### config.mk
export PLATFORM = sky130hd
export DESIGN_NAME = adxl357_i2c_sequencer
export DESIGN_NICKNAME = d
export VERILOG_FILES = /design/src/rtl/adxl357_pkg.sv /design/src/rtl/i2c_txn_issuer.sv /design/src/rtl/adxl357_i2c_sequencer.sv
export SDC_FILE = /design/constraint.sdc
export NUM_CORES = 1
export LEC_CHECK = 0
export BUFFER_PORTS_ARGS = -buffer_cell sky130_fd_sc_hd__buf_4
export CORE_UTILIZATION = 56
export CTS_BUF_LIST = sky130_fd_sc_hd__clkbuf_16
export DETAILED_ROUTE_END_ITERATION = 7
export PLACE_DENSITY = 0.85
export SETUP_SLACK_MARGIN = 0.5
export SKIP_CTS_REPAIR_TIMING = 1
export SLEW_MARGIN = 15
export SYNTH_ARGS = -nofsm -noshare
export SYNTH_HDL_FRONTEND = slang
export SYNTH_HIERARCHICAL = 1
export SYNTH_SLANG_ARGS = --single-unit
### constraint.sdc
create_clock -name i_clk -period 3.81 [get_ports i_clk]
set_clock_uncertainty 0.1 [all_clocks]
set_input_delay 0.381 -clock i_clk [delete_from_list [all_inputs] [get_ports i_clk]]
set_output_delay 0.381 -clock i_clk [all_outputs]
set_load 0.01 [all_outputs]
### src/rtl/adxl357_pkg.sv
// Shared constants and types for the ADXL357 I2C sequencer: register map,
// controller op modes, error codes and state encodings.
package adxl357_pkg;

    localparam logic [7:0] REG_DEVID_AD  = 8'h00;
    localparam logic [7:0] REG_FILTER    = 8'h28;
    localparam logic [7:0] REG_RANGE     = 8'h2C;
    localparam logic [7:0] REG_POWER_CTL = 8'h2D;
    localparam logic [7:0] REG_RESET     = 8'h2F;
    localparam logic [7:0] RESET_CODE    = 8'h52;

    // Cycles the controller must look idle in S_DRAIN before the bus is
    // handed to the CPU; covers the status synchroniser lag after a DRDY.
    localparam int DRAIN_GUARD = 4;

    typedef enum logic [1:0] {
        CPU_1  = 2'b00,
        CPU_11 = 2'b01,
        HW_11  = 2'b10
    } op_mode_e;

    typedef enum logic [1:0] {
        ERR_NONE    = 2'd0,
        ERR_TIMEOUT = 2'd1,
        ERR_DEVID   = 2'd2
    } err_e;

    typedef enum logic [3:0] {
        S_IDLE,
        S_ISSUE,
        S_WAIT_ACK,
        S_WAIT_DONE,
        S_RST_WAIT,
        S_STREAM,
        S_DRAIN,
        S_CPU_ISSUE,
        S_CPU_WAIT_ACK,
        S_CPU_WAIT_DONE,
        S_ERR
    } seq_state_e;

    typedef enum logic [1:0] {
        T_IDLE,
        T_ISSUE,
        T_WAIT_ACK,
        T_WAIT_DONE
    } txn_state_e;

endpackage

### src/rtl/i2c_txn_issuer.sv
// One CPU_1 controller transaction: wait ready, raise enable until sm_enable,
// then wait for completion; a per-transaction timeout aborts the handshake.
module i2c_txn_issuer
    import adxl357_pkg::*;
#(
    parameter int TIMEOUT_CYC = 2_000_000
) (
    input  logic       i_clk,
    input  logic       i_rst_n,
    input  logic       i_go,
    input  logic [7:0] i_addr,
    input  logic [7:0] i_w_data,
    input  logic       i_rw,
    input  logic       i_rdy_s,
    input  logic       i_sme_s,
    input  logic [7:0] i_rd_byte,
    output logic       o_enable,
    output logic       o_rw,
    output logic [7:0] o_addr,
    output logic [7:0] o_w_data,
    output logic [7:0] o_rd_data,
    output logic       o_acked,
    output logic       o_done,
    output logic       o_timeout
);

    localparam int CW = $clog2(TIMEOUT_CYC + 1);

    txn_state_e state_q, state_d;
    logic [CW-1:0] cnt_q, cnt_d;
    logic       enable_q, enable_d;
    logic       rw_q, rw_d;
    logic [7:0] addr_q, addr_d;
    logic [7:0] w_data_q, w_data_d;
    logic [7:0] rd_data_q, rd_data_d;
    logic       done_q, done_d;
    logic       timeout_q, timeout_d;

    always_comb begin
        state_d   = state_q;
        cnt_d     = cnt_q;
        enable_d  = enable_q;
        rw_d      = rw_q;
        addr_d    = addr_q;
        w_data_d  = w_data_q;
        rd_data_d = rd_data_q;
        done_d    = 1'b0;
        timeout_d = 1'b0;
        if (state_q == T_IDLE) begin
            if (i_go) begin
                addr_d   = i_addr;
                w_data_d = i_w_data;
                rw_d     = i_rw;
                cnt_d    = '0;
                state_d  = T_ISSUE;
            end
        end else begin
            cnt_d = cnt_q + 1'b1;
            case (state_q)
                T_ISSUE: if (i_rdy_s) begin
                    enable_d = 1'b1;
                    state_d  = T_WAIT_ACK;
                end
                T_WAIT_ACK: if (i_sme_s) begin
                    enable_d = 1'b0;
                    state_d  = T_WAIT_DONE;
                end
                T_WAIT_DONE: if (!i_sme_s && i_rdy_s) begin
                    done_d    = 1'b1;
                    rd_data_d = i_rd_byte;
                    state_d   = T_IDLE;
                end
                default: state_d = T_IDLE;
            endcase
            if (cnt_q == CW'(TIMEOUT_CYC - 1) && state_d != T_IDLE) begin
                timeout_d = 1'b1;
                enable_d  = 1'b0;
                state_d   = T_IDLE;
            end
        end
    end

    always_ff @(posedge i_clk or negedge i_rst_n) begin
        if (!i_rst_n) begin
            state_q   <= T_IDLE;
            cnt_q     <= '0;
            enable_q  <= 1'b0;
            rw_q      <= 1'b0;
            addr_q    <= '0;
            w_data_q  <= '0;
            rd_data_q <= '0;
            done_q    <= 1'b0;
            timeout_q <= 1'b0;
        end else begin
            state_q   <= state_d;
            cnt_q     <= cnt_d;
            enable_q  <= enable_d;
            rw_q      <= rw_d;
            addr_q    <= addr_d;
            w_data_q  <= w_data_d;
            rd_data_q <= rd_data_d;
            done_q    <= done_d;
            timeout_q <= timeout_d;
        end
    end

    assign o_enable  = enable_q;
    assign o_rw      = rw_q;
    assign o_addr    = addr_q;
    assign o_w_data  = w_data_q;
    assign o_rd_data = rd_data_q;
    assign o_acked   = (state_q == T_WAIT_DONE);
    assign o_done    = done_q;
    assign o_timeout = timeout_q;

endmodule

### src/rtl/adxl357_i2c_sequencer.sv
// Drives the ADXL357 I2C controller: DEVID check, configuration table, then
// DRDY-driven hardware streaming with CPU single-register accesses between samples.
module adxl357_i2c_sequencer
    import adxl357_pkg::*;
#(
    parameter int         TIMEOUT_CYC  = 2_000_000,
    parameter int         RST_WAIT_CYC = 500_000,
    parameter logic [7:0] DEVID_EXP    = 8'hAD
) (
    input  logic        i_clk,
    input  logic        i_rst_n,
    input  logic        i_start,
    input  logic [1:0]  i_range,
    input  logic [3:0]  i_odr_lpf,
    input  logic [2:0]  i_clk_rate,
    input  logic        i_drdy_sensor,
    input  logic        i_cpu_req,
    input  logic        i_cpu_rw,
    input  logic [7:0]  i_cpu_reg_addr,
    input  logic [7:0]  i_cpu_w_data,
    input  logic [31:0] i_ctl_status,
    input  logic [31:0] i_ctl_accx,
    output logic [31:0] o_ctrl,
    output logic [7:0]  o_reg_addr,
    output logic [7:0]  o_w_data,
    output logic        o_drdy,
    output logic        o_cpu_done,
    output logic [7:0]  o_cpu_rd_data,
    output logic        o_streaming,
    output logic        o_sample_pulse,
    output logic [1:0]  o_err
);

    localparam int WCW = $clog2(RST_WAIT_CYC + DRAIN_GUARD + 1);

    seq_state_e     state_q, state_d;
    logic [2:0]     step_q, step_d;
    logic [WCW-1:0] wait_cnt_q, wait_cnt_d;
    err_e           err_q, err_d;
    op_mode_e       op_mode_q, op_mode_d;
    logic [2:0]     clk_rate_q, clk_rate_d;
    logic           drdy_q, drdy_d;
    logic           cpu_done_q, cpu_done_d;
    logic [7:0]     cpu_rd_data_q, cpu_rd_data_d;
    logic           streaming_q, streaming_d;
    logic           sample_pulse_q, sample_pulse_d;
    logic           rdy_meta_q, rdy_meta_d, rdy_s_q, rdy_s_d;
    logic           sme_meta_q, sme_meta_d, sme_s_q, sme_s_d;
    logic           sme_prev_q, sme_prev_d;

    logic       txn_go, txn_rw;
    logic [7:0] txn_addr, txn_data;
    logic       txn_enable, txn_rw_q, txn_acked, txn_done, txn_timeout;
    logic [7:0] txn_addr_q, txn_data_q, txn_rd_data;
    logic       unused_bits;

    assign unused_bits = ^{i_ctl_status[31:11], i_ctl_status[9:1],
                           i_ctl_accx[31:20], i_ctl_accx[11:0]};

    i2c_txn_issuer #(.TIMEOUT_CYC(TIMEOUT_CYC)) u_issuer (
        .i_clk     (i_clk),
        .i_rst_n   (i_rst_n),
        .i_go      (txn_go),
        .i_addr    (txn_addr),
        .i_w_data  (txn_data),
        .i_rw      (txn_rw),
        .i_rdy_s   (rdy_s_q),
        .i_sme_s   (sme_s_q),
        .i_rd_byte (i_ctl_accx[19:12]),
        .o_enable  (txn_enable),
        .o_rw      (txn_rw_q),
        .o_addr    (txn_addr_q),
        .o_w_data  (txn_data_q),
        .o_rd_data (txn_rd_data),
        .o_acked   (txn_acked),
        .o_done    (txn_done),
        .o_timeout (txn_timeout)
    );

    always_comb begin
        state_d       = state_q;
        step_d        = step_q;
        wait_cnt_d    = wait_cnt_q;
        err_d         = err_q;
        op_mode_d     = op_mode_q;
        clk_rate_d    = i_clk_rate;
        drdy_d        = 1'b0;
        cpu_done_d    = 1'b0;
        cpu_rd_data_d = cpu_rd_data_q;
        rdy_meta_d    = i_ctl_status[0];
        rdy_s_d       = rdy_meta_q;
        sme_meta_d    = i_ctl_status[10];
        sme_s_d       = sme_meta_q;
        sme_prev_d    = sme_s_q;
        sample_pulse_d = sme_prev_q && !sme_s_q &&
                         (state_q == S_STREAM || state_q == S_DRAIN);
        txn_go   = 1'b0;
        txn_addr = '0;
        txn_data = '0;
        txn_rw   = 1'b0;

        case (state_q)
            S_IDLE: if (i_start) begin
                step_d  = '0;
                state_d = S_ISSUE;
            end
            S_ISSUE: begin
                txn_go  = 1'b1;
                state_d = S_WAIT_ACK;
                case (step_q)
                    3'd0: begin txn_addr = REG_DEVID_AD; txn_rw = 1'b1; end
                    3'd1: begin txn_addr = REG_RESET;  txn_data = RESET_CODE; end
                    3'd2: begin txn_addr = REG_RANGE;  txn_data = {6'b0, i_range}; end
                    3'd3: begin txn_addr = REG_FILTER; txn_data = {4'b0, i_odr_lpf}; end
                    default: txn_addr = REG_POWER_CTL;
                endcase
            end
            S_WAIT_ACK, S_WAIT_DONE: begin
                if (txn_timeout) begin
                    err_d   = ERR_TIMEOUT;
                    state_d = S_ERR;
                end else if (txn_done) begin
                    case (step_q)
                        3'd0: if (txn_rd_data != DEVID_EXP) begin
                            err_d   = ERR_DEVID;
                            state_d = S_ERR;
                        end else begin
                            step_d  = 3'd1;
                            state_d = S_ISSUE;
                        end
                        3'd1: begin
                            wait_cnt_d = '0;
                            state_d    = S_RST_WAIT;
                        end
                        3'd4: begin
                            op_mode_d = HW_11;
                            state_d   = S_STREAM;
                        end
                        default: begin
                            step_d  = step_q + 3'd1;
                            state_d = S_ISSUE;
                        end
                    endcase
                end else if (txn_acked) begin
                    state_d = S_WAIT_DONE;
                end
            end
            S_RST_WAIT: begin
                wait_cnt_d = wait_cnt_q + 1'b1;
                if (wait_cnt_q == WCW'(RST_WAIT_CYC - 1)) begin
                    step_d  = 3'd2;
                    state_d = S_ISSUE;
                end
            end
            S_STREAM: begin
                drdy_d = i_drdy_sensor;
                // cpu_done_q masks the request the CPU has not yet dropped.
                if (i_cpu_req && !cpu_done_q) begin
                    drdy_d     = 1'b0;
                    wait_cnt_d = '0;
                    state_d    = S_DRAIN;
                end
            end
            S_DRAIN: begin
                if (!sme_s_q && rdy_s_q) begin
                    wait_cnt_d = wait_cnt_q + 1'b1;
                    if (wait_cnt_q == WCW'(DRAIN_GUARD - 1)) begin
                        op_mode_d = CPU_1;
                        state_d   = S_CPU_ISSUE;
                    end
                end else begin
                    wait_cnt_d = '0;
                end
            end
            S_CPU_ISSUE: begin
                txn_go   = 1'b1;
                txn_addr = i_cpu_reg_addr;
                txn_data = i_cpu_w_data;
                txn_rw   = i_cpu_rw;
                state_d  = S_CPU_WAIT_ACK;
            end
            S_CPU_WAIT_ACK, S_CPU_WAIT_DONE: begin
                if (txn_timeout) begin
                    err_d   = ERR_TIMEOUT;
                    state_d = S_ERR;
                end else if (txn_done) begin
                    cpu_done_d    = 1'b1;
                    cpu_rd_data_d = txn_rw_q ? txn_rd_data : 8'h00;
                    op_mode_d     = HW_11;
                    state_d       = S_STREAM;
                end else if (txn_acked) begin
                    state_d = S_CPU_WAIT_DONE;
                end
            end
            S_ERR: begin
                if (i_start) begin
                    err_d     = ERR_NONE;
                    step_d    = '0;
                    op_mode_d = CPU_1;
                    state_d   = S_ISSUE;
                end else if (i_cpu_req && !cpu_done_q) begin
                    cpu_done_d    = 1'b1;
                    cpu_rd_data_d = 8'h00;
                end
            end
            default: state_d = S_IDLE;
        endcase

        streaming_d = (state_d == S_STREAM);
    end

    always_ff @(posedge i_clk or negedge i_rst_n) begin
        if (!i_rst_n) begin
            state_q        <= S_IDLE;
            step_q         <= '0;
            wait_cnt_q     <= '0;
            err_q          <= ERR_NONE;
            op_mode_q      <= CPU_1;
            clk_rate_q     <= '0;
            drdy_q         <= 1'b0;
            cpu_done_q     <= 1'b0;
            cpu_rd_data_q  <= '0;
            streaming_q    <= 1'b0;
            sample_pulse_q <= 1'b0;
            rdy_meta_q     <= 1'b0;
            rdy_s_q        <= 1'b0;
            sme_meta_q     <= 1'b0;
            sme_s_q        <= 1'b0;
            sme_prev_q     <= 1'b0;
        end else begin
            state_q        <= state_d;
            step_q         <= step_d;
            wait_cnt_q     <= wait_cnt_d;
            err_q          <= err_d;
            op_mode_q      <= op_mode_d;
            clk_rate_q     <= clk_rate_d;
            drdy_q         <= drdy_d;
            cpu_done_q     <= cpu_done_d;
            cpu_rd_data_q  <= cpu_rd_data_d;
            streaming_q    <= streaming_d;
            sample_pulse_q <= sample_pulse_d;
            rdy_meta_q     <= rdy_meta_d;
            rdy_s_q        <= rdy_s_d;
            sme_meta_q     <= sme_meta_d;
            sme_s_q        <= sme_s_d;
            sme_prev_q     <= sme_prev_d;
        end
    end

    assign o_ctrl         = {25'b0, clk_rate_q, op_mode_q, txn_rw_q, txn_enable};
    assign o_reg_addr     = txn_addr_q;
    assign o_w_data       = txn_data_q;
    assign o_drdy         = drdy_q;
    assign o_cpu_done     = cpu_done_q;
    assign o_cpu_rd_data  = cpu_rd_data_q;
    assign o_streaming    = streaming_q;
    assign o_sample_pulse = sample_pulse_q;
    assign o_err          = err_q;

endmodule

After elaboration in Yosys (flattened, before gate mapping)
Index checks and enable logic that the tools add are counted.
{"block": "totals", "reg_bits": 101, "output_inout_bits": 62, "wordCells": 186}
{"block": "classes", "n_addsub": 3, "eq_ne": 45, "n_mux": 81, "n_bitwise": 1, "reduce_logical": 31}
{"operator": "19-bit two-way mux", "count": 5}
{"operator": "19-bit case mux with 4 select lines", "count": 1}
{"operator": "4-bit two-way mux", "count": 12}
{"operator": "8-bit case mux with 2 select lines", "count": 3}
{"operator": "21-bit two-way mux", "count": 2}
{"operator": "2-bit two-way mux", "count": 20}
{"operator": "8-bit two-way mux", "count": 5}
{"operator": "4-bit case mux with 8 select lines", "count": 1}
{"operator": "6-bit case mux with 4 select lines", "count": 1}
{"operator": "21-bit by 1-bit adder with 21-bit output (second input constant)", "count": 1}
{"operator": "21-bit equality test (second input constant)", "count": 1}
{"operator": "7-bit case mux with 3 select lines", "count": 1}
{"operator": "4-bit by 3-bit equality test with 1-bit output (second input constant)", "count": 5}
{"operator": "19-bit by 1-bit adder with 19-bit output (second input constant)", "count": 1}
{"operator": "19-bit equality test (second input constant)", "count": 1}
{"operator": "19-bit by 2-bit equality test with 1-bit output (second input constant)", "count": 1}
{"operator": "2-bit by 1-bit inequality test with 1-bit output (second input constant)", "count": 9}
{"operator": "1-bit two-way mux", "count": 16}
{"operator": "2-bit inequality test (second input constant)", "count": 8}
{"operator": "3-bit two-way mux", "count": 5}
{"operator": "4-bit equality test (second input constant)", "count": 3}
{"operator": "2-bit case mux with 3 select lines", "count": 2}
{"operator": "4-bit case mux with 3 select lines", "count": 1}
{"operator": "5-bit AND reduction", "count": 2}
{"operator": "33 further kinds", "count": 54}

Depth between registers and ports, before layout
{"block": "logic_depth", "word_depth": 9, "depth_mapped": 8, "mapped_depth_nobuf": 8}

Modules after synthesis
The synthesis kept the hierarchy.
{"mod": "adxl357_i2c_sequencer", "n_inst": 1, "cells_each": 362, "area_per_inst_um2": 3130.5, "seq_area_each_um2": 1226.2}
{"mod": "i2c_txn_issuer", "n_inst": 1, "cells_each": 203, "area_per_inst_um2": 2277.2, "seq_area_each_um2": 1276.2}

Worst setup path before layout
OpenSTA, ideal clock, no wires.
{"block": "synth_timing", "path_kind": "register -> register", "start": "reg, netlist name state_q[1]", "end": "reg u_issuer.addr_q[5], in the netlist u_issuer/o_addr[5]", "setup_ns": 0.127, "arrival_ns": 2.337, "path_slack_ns": 1.246, "path_stages_with_launch": 8, "path_buffers": 3, "period_less_slack_ns": 2.564, "cell_sequence": "dfrtp_1 buf_2 buf_1 nor4_2 or2_2 nand2_1 clkbuf_1 mux2_1"}
{"item": "end signal: assignment", "line": "i2c_txn_issuer.sv:99", "text": "addr_q <= addr_d;"}
{"item": "end: declaration", "line": "i2c_txn_issuer.sv:33", "text": "logic [7:0] addr_q, addr_d;"}

==> run_results.csv <==
group,metric,value,unit
floorplan,placement_rows,35,
synthesis,synth_top_flop_cell,"sky130_fd_sc_hd__dfrtp_1",
floorplan,die-height,100.3,um
power_and_ir_drop,post_layout_total_power,2.118,mW
clock_tree,cts_tree,"built",
synthesis,synth_area_leaders,"sky130_fd_sc_hd__dfrtp_1, sky130_fd_sc_hd__nand2_1, sky130_fd_sc_hd__buf_4",
floorplan,design.die.area,10050,um^2
run_status,outcome,"finished, final reports clean",
synthesis,post_synth_num_cell_types,73,
floorplan,ios,157,
floorplan,floorplan.initialDensity,58.25,%
sta,report.final.hold_viol_count,0,
final_layout,relative_area_change_from_synthesis_to_final_layout,16.43,%
drt,detail_route.drc_violations,0,
synthesis,synth.cells.most_frequent,"sky130_fd_sc_hd__dfrtp_1, sky130_fd_sc_hd__nand2_1, sky130_fd_sc_hd__o21ai_0",
synthesis,synthMostInstantiatedCell,"sky130_fd_sc_hd__dfrtp_1",
power_and_ir_drop,switching_power,0.4393,mW
synthesis,synth-warning-count,6,
sta,maxSlewViolCount,0,
final_layout,regArea,2502,um^2
min_path,min_path_cells,1,
placement,dp_cells,754,
power_and_ir_drop,seqPwrFrac,50.8,%
global_route,overflow,0,
synthesis,synth_edf_count,0,
critical_path,crit_path_end_kind,"flip-flop",
sta,grt_setup_unrepaired,"false",
sta,period_minus_slack,2.982,ns
placement,portBuffers,76,
final_layout,antennaDiodeCount,0,
synthesis,syn-instance-count,565,
sta,totalNegativeSetupSlack,0,ns
clock_tree,clkTransAtPathRegs,0.07,ns
critical_path,worst_ep_required_time,3.97,ns
final_layout,finalNonFillerCells,769,
power_and_ir_drop,switching_fraction_of_total_power,20.74,%
final_layout,total_area_of_multi_input_combinational_cells,2633,um^2
drt,detail_route.iter0.violations,311,
sta,layout_worst_path_cycle_share,78.27,%
final_layout,layout_fillers,735,
placement,routabilityCongestion,0.9429,
drt,drt_pre_antenna_iters,5,
synthesis,post_synth.cell_area_avg,9.571,um^2
drt,wirelength_routed,12090,um
synthesis,synth.ff_latch_count,100,
sta,tightestPinTransition,1.132,ns
sta,achievable-frequency,0.3353,GHz
drt,routedWlPerCell,15.72,um
synthesis,synth.top_cell.area_share,46.27,%
synthesis,synth_sequential_area_ratio,46.27,%
drt,final_antenna_net_count,0,
drt,detail_route.vias_per_cell,5.858,
drt,vias,4505,
power_and_ir_drop,pleak,2.913,nW
global_route,first_global_vias,4279,
clock_tree,clock_tree.htree_level_count,3,
critical_path,worstPathArrival,3.14,ns
global_route,grt_pass1_wl,20120,um
floorplan,core_area,9284,um^2
final_layout,layout-drive-gt1-share,21.09,%
clock_tree,maximum_number_of_buffers_from_clock_root_to_sink,2,
synthesis,synth-async-reset-ratio,100.0,%
synthesis,netlist.top_cell.by_area,"sky130_fd_sc_hd__dfrtp_1",
power_and_ir_drop,irDropWorstVdd,0.0002688,V
placement,detailedPlacementHpwl,8725,um
global_route,antenna_found_initial,0,
critical_path,reg2reg_depth,7,
sta,worst_slew_margin_rel,24.35,%
sta,setup_viol_count_final,0,
clock_tree,clockRootBuffer,"sky130_fd_sc_hd__clkbuf_16",
global_route,grt_start_max_net_pins,79,
critical_path,start_kind,"flip-flop",
clock_tree,clkSinkCount,100,
power_and_ir_drop,power_density,336.4,nW/um^2
global_route,grt.total_usage,25.23,%
power_and_ir_drop,clockPowerShare,45.3,%
clock_tree,insertion_delay,0.33,ns
critical_path,crit_path_max_fanout,28,
clock_tree,cts_inserted_buffers,9,
run,maxCapViolations,0,
power_and_ir_drop,p_int,1.679,mW
floorplan,die_width,100.3,um
min_path,hold_class,"input port to flip-flop",
synthesis,synthesis.area,5408,um^2
final_layout,final_nets,738,
power_and_ir_drop,p_comb_share,3.9,%
critical_path,timing_worst_setup_path_type,"flip-flop to flip-flop",
[state kept, by name, indices dropped and copies added, names as in the netlist, 2 cells and up]
signal	flops
u_issuer/cnt_q	21
wait_cnt_q	19
o_cpu_rd_data	8
u_issuer/o_addr	8
u_issuer/o_rd_data	8
u_issuer/o_w_data	8
state_q	4
clk_rate_q	3
step_q	3
o_err	2
u_issuer/state_q	2
[placed cells by master (no fill, tap or decap), types with 11 or more instances in the layout]
cell / instances
sky130_fd_sc_hd__dfrtp_1: 100
sky130_fd_sc_hd__mux2i_1: 16
sky130_fd_sc_hd__buf_4: 83
sky130_fd_sc_hd__inv_1: 17
sky130_fd_sc_hd__mux2_2: 14
sky130_fd_sc_hd__nand3_1: 13
sky130_fd_sc_hd__nand4_1: 11
sky130_fd_sc_hd__a31oi_1: 11
sky130_fd_sc_hd__nand2_1: 99
sky130_fd_sc_hd__conb_1: 26
sky130_fd_sc_hd__nor2_1: 25
sky130_fd_sc_hd__a21oi_1: 19
sky130_fd_sc_hd__o21ai_0: 42
[stage by stage]
step | worst slack, ns | util [%] | hold WS (ns) | instance area (um^2)
after floorplan | 1.246 | - | -0.01459 | 5502
after global placement | 0.9425 | 64.45 | 0.2317 | 5983
after detailed placement | 0.8925 | 64.45 | 0.2364 | 5983
final | 0.8279 | 67.82 | 0.04974 | 6296
after CTS | 0.8442 | 67.82 | 0.03668 | 6296
after global routing | 0.6092 | 67.82 | 0.02955 | 6296
[power by group through the flow]
stage / Combinational [mW] / Sequential [mW] / Clock, mW
finish: 0.0834 / 1.08 / 0.959
detailed placement: 0.0844 / 1.10 / 0
global placement: 0.0828 / 1.10 / 0
global route: 0.0938 / 1.08 / 1.02
floorplan: 0.0357 / 1.10 / 0
CTS: 0.0844 / 1.08 / 0.982
[routing by layer]
metal  GRT usage, %  share of wire, %
met4          6.689               1.3
met2          42.57                51
met3          4.735               5.3
met5              0                 0
met1          33.52                43
[critical path, cell delays in order (launching register included)]
cell and delay (ns):
sky130_fd_sc_hd__dfrtp_1 0.78, sky130_fd_sc_hd__nor4_2 0.12, sky130_fd_sc_hd__buf_4 0.21, sky130_fd_sc_hd__or2_2 0.33, sky130_fd_sc_hd__nand2_1 0.83, sky130_fd_sc_hd__buf_4 0.31
sky130_fd_sc_hd__nand2_1 0.07, sky130_fd_sc_hd__mux2i_1 0.14
[path summary, 6_finish.rpt]
kind                            startpoint              endpoint  slack, ns
max                             state_q[1]    u_issuer/cnt_q[12]       0.83
min                        i_ctl_status[0]            rdy_meta_q       0.05
max reg2reg                     state_q[1]    u_issuer/cnt_q[12]       0.83
min reg2reg                     sme_meta_q            sme_prev_d       0.25
max in group asynchronous          i_rst_n  u_issuer/o_w_data[6]       2.63
min in group asynchronous          i_rst_n         wait_cnt_q[9]       0.09
[kinds of logic (layout without fill, tap and decap cells)]
kind of cell	Yosys count	count (layout)	share of synthesized area, %
adder cells (fa/ha/maj)	7	7	1.620
flip-flops	100	100	46.27
other	1	26	0.06935
AND/OR/NAND/NOR	235	235	23.51
AO/OA/AOI/OAI	119	119	14.28
multiplexers	35	35	6.987
buffers and inverters	65	115	6.779
XOR/XNOR	3	3	0.4860
[final cells by class]
class                      instances  area share [%]
inverter                          17           1.014
tap                              129           2.564
sequential                       100           39.75
clock inverter                     6           1.391
clock buffer                       9           3.577
multi-input combinational        425           41.81
timing repair buffer              83           9.897
Note: power is estimated with default switching activity, not from simulation.
